===== src/rtl/walker_pkg.sv =====
// Shared constants and FSM state encoding for the LED walker checker.
package walker_pkg;
   localparam int LED_W = 7;
   localparam int POS_W = 3;
   localparam logic [POS_W-1:0] POS_MAX = 3'd6;

   typedef enum logic [1:0] {
      SEARCH  = 2'd0,
      ACQUIRE = 2'd1,
      TRACK   = 2'd2
   } state_t;
endpackage


===== src/rtl/onehot_decode.sv =====
// Combinational one-hot check and index decode of the observed LED bus.
module onehot_decode
   import walker_pkg::*;
(
   input  logic [LED_W-1:0] led,
   output logic             valid,
   output logic [POS_W-1:0] idx
);

   always_comb begin
      // Exactly one bit set: non-zero and clearing the lowest set bit leaves nothing.
      valid = (led != '0) && ((led & (led - LED_W'(1))) == '0);
      idx   = '0;
      for (int i = 0; i < LED_W; i++) begin
         if (led[i]) idx = POS_W'(i);
      end
   end

endmodule


===== config.mk =====
export PLATFORM = sky130hd
export DESIGN_NAME = onehot_decode
export DESIGN_NICKNAME = d
export VERILOG_FILES = /design/src/rtl/walker_pkg.sv /design/src/rtl/onehot_decode.sv
export SDC_FILE = /design/constraint.sdc
export NUM_CORES = 1
export LEC_CHECK = 0
export CAP_MARGIN = 20
export CORE_AREA = 10 10 47 49
export DETAILED_ROUTE_END_ITERATION = 10
export DIE_AREA = 0 0 57 59
export PLACE_DENSITY = 0.44
export SLEW_MARGIN = 20
export SYNTH_ARGS = -nofsm -noshare
export SYNTH_HDL_FRONTEND = slang
export SYNTH_SLANG_ARGS = --single-unit
export TNS_END_PERCENT = 5

===== constraint.sdc =====
create_clock -name vclk -period 0.8
set_input_delay 0.08 -clock vclk [all_inputs]
set_output_delay 0.08 -clock vclk [all_outputs]
set_load 0.05 [all_outputs]

# [Word-level counts from Yosys, hierarchy flattened]
# Index checks and enable logic that the tools add are counted.
[totals] regBits=0 in_bits=7 out_inout_bits=4 word_cells=11
[classes] n_addsub=1 n_mux=6 bitwise=1 n_reduce_logical=3
[op_table] cell="$mux W3" count=5
[op_table] cell="$and A7 B7 Y7" count=1
[op_table] cell="$logic_not A7 Y1" count=1
[op_table] cell="$reduce_bool A7 Y1" count=1
[op_table] cell="$sub A7 B1 Y7 const B" count=1
[op_table] cell="$logic_and A1 B1 Y1" count=1
[op_table] cell="$mux W1" count=1

# [Depth between registers and ports, before layout]
[logic_depth] word_depth=6 mapped_depth=4 mapped_depth_nobuf=4

# [Worst setup path before layout]
# Ideal clock, no wire load.
[synth_timing] path_type="in2out" start="in led[5]" end="out idx[1]" t_arrival_ps=1292 required_time_ps=720 path_slack_ps=-572 path_stages=1 path_buffers=0 cell_sequence="o31ai_1"
[synth_between] elab_chain_len=2
[synth_rtl] element="from (decl)" line_no="onehot_decode.sv:5" text="input logic [LED_W-1:0] led,"
[synth_rtl] element="$mux W3 (2 in series)" line_no="onehot_decode.sv:15" text="if (led[i]) idx = POS_W'(i);"
[synth_rtl] element="to (decl)" line_no="onehot_decode.sv:7" text="output logic [POS_W-1:0] idx"
# No other way between the ends.

# [Worst setup path in the final report]
[layout_timing] start="in led[3]" end="out valid"
[layout_between] elab_chain_len=4 elab_cells_between_ends=5 cone_classes="add/sub (1); bitwise (1); reduce/logical (3)"
[layout_rtl] element="$sub A7 B1 Y7" line_no="onehot_decode.sv:12" text="valid = (led != '0) && ((led & (led - LED_W'(1))) == '0);"
[layout_rtl] element="$and A7 B7 Y7" line_no="onehot_decode.sv:12"
[layout_rtl] element="$logic_not A7 Y1" line_no="onehot_decode.sv:12"
[layout_rtl] element="$logic_and A1 B1 Y1 *" line_no="onehot_decode.sv:12"
[layout_rtl] element="to (decl)" line_no="onehot_decode.sv:6" text="output logic valid,"
# Every way passes the cells marked *; elsewhere a longest branch is shown, timed or not.

==> results_dict.tcl <==
set metrics [dict create \
    p_leak_nw 0.172 \
    period_minus_slack_ns 1.00 \
    min_period_over_period_pct 125 \
    path_buf_inv 3 \
    dp_slack_ns -0.643 \
    setup_ws_ns -0.200 \
    violations "negative setup slack" \
    grt_overflow 0 \
    yosysWarnings 0 \
    core_area_sq_um 1400 \
    synth_area_leaders "nor4_4, a211oi_1, nor2_1" \
    std_cell_rows 14 \
    grt_max_degree 7 \
    syn_area_per_cell_sq_um 6.13 \
    cp.arrival_ns 0.92 \
    seqCellArea_sq_um 0 \
    end_kind "output pin" \
    placed_cell_area_sq_um 369 \
    drc 0 \
    dr.pass1.iters 1 \
    dieArea_sq_um 3360 \
    yosys-top-cells-count "nor2_1, a211oi_1, inv_1, nand3_1, o21ai_1" \
    drv_cap 0 \
    yosysSeqAreaShare_pct 0 \
    dp_hpwl_um 472 \
    initial_core_util_pct 8.75 \
    syn_nets 27 \
    viasPerCell 3.97 \
    slew_viol_final 0 \
    syn_inst 20 \
    ys_types 13 \
    yosys.cell_count.top_type "nor2_1" \
    critPathLaunchType "input pin" \
    area_growth_pct 227 \
    synth.largest_area_cell "nor4_4" \
    nFlopsAndLatches 0 \
    die_y_um 59 \
    critPathMaxFanout 2 \
    final_util_pct 28.6 \
    drtAntennaViolNets 0 \
    routed_wire_length_per_instance_um 10.2 \
    fin_cells 58 \
    fin_area_sq_um 400 \
    grt_pass1_vias 225 \
    slowest_stage "nor4_4" \
    crit_top_cell "nand3_2" \
    grt_pass1_wl_mm 1.12 \
    fmax_ghz 1.00 \
    max_slew_margin_pct 84.6 \
    io_buffers 11 \
    ir_drop_mv 0.145 \
    setup_viol 4 \
    gp_congestion 0.759 \
    wl_um 594 \
    diodes 0 \
    rsz0062_at_grt "yes" \
    nNetsFinal 51 \
    antenna_found_initial 0 \
    setup.worst_path.class "input pin to output pin" \
    finalHoldViolations 0 \
    ctsHoldBuffers 0 \
    cp_top_family "simple AND/OR/NAND/NOR gates" \
    netlist.area_leader.share_pct 17.3 \
    die_width_um 57 \
    crit_required_ns 0.72 \
    grt.total_usage_pct 3.74 \
    syn_area_sq_um 123 \
    placed_cells 56 \
    tightestPinTransition_ns 0.229 \
    via_count 230 \
    ios 11 \
    drive_above_1_share_pct 71.4 \
    drt_iter0_markers 0 \
    status "complete, but fails checks" \
    tns_ns -0.643 \
    crit_chain "buf_6 -> nor4_4 -> buf_4 -> nand3_2 -> nand3_2 -> buf_12" \
    p_per_area_nw_per_um2 564 \
    nClkBuffers 0 \
    min-delay-path-class "input pin to output pin" \
    cpPeakStageDelay_ns 0.29 \
]
==> cells by family (layout without fill, tap and decap cells) <==
kind of cell | after synthesis | after routing | share of synthesized area, %
AND/OR/NAND/NOR | 12 | 12 | 63.3
buffers and inverters | 2 | 24 | 6.12
AO/OA/AOI/OAI | 6 | 6 | 30.6
==> metrics by stage <==
step	hold slack (ns)	total power [W]
6_report	0.583	0.000226
5_1_grt	0.614	0.000242
4_1_cts	0.589	0.000226
3_5_place_dp	1.07	0.000217
3_3_place_gp	1.07	0.000217
2_1_floorplan	0.256	0.0000748
==> placed cells by master (no fill, tap or decap), types with 2 or more instances in the layout <==
master            n
buf_4            11
nor2_1            3
buf_2             3
buf_12            3
inv_1             2
a211oi_2          2
nand3_2           2
clkdlybuf4s15_2   2
buf_6             2
==> layout make-up <==
type / instances / area [sq um]
Fill cell: 167 / 1000
Inverter: 2 / 7.51
Multi-Input combinational cell: 18 / 155
Tap cell: 16 / 20.0
Timing Repair Buffer: 22 / 218
==> where the power goes <==
group | leakage (nW) | total, W | internal [W] | switching (W)
clock network | 0 | 0 | 0 | 0
registers | 0 | 0 | 0 | 0
logic | 0.172 | 0.000226 | 0.000115 | 0.000110
total | 0.172 | 0.000226 | 0.000115 | 0.000110
==> worst paths after layout <==
check	from	endpoint	slack, ns	cells past startpoint
setup / recovery	led[3]	valid	-0.20	6
hold / removal	led[5]	idx[2]	0.58	3
==> per-layer routing <==
metal  global-route usage, %  wire length [um]  vias up
met5                       0                 0        -
met1                    5.16               274      100
met2                    6.20               284        7
met4                       0                 0        0
li1                        -                 -      123
met3                   0.644                35        0
==> timing repair <==
item                                    CTS  global route
endpoints found under the setup margin    4             4
gates resized for setup                  34             1
pin swaps                                 4             4
setup buffers                             2             0
Note: power is estimated with default switching activity, not from simulation.
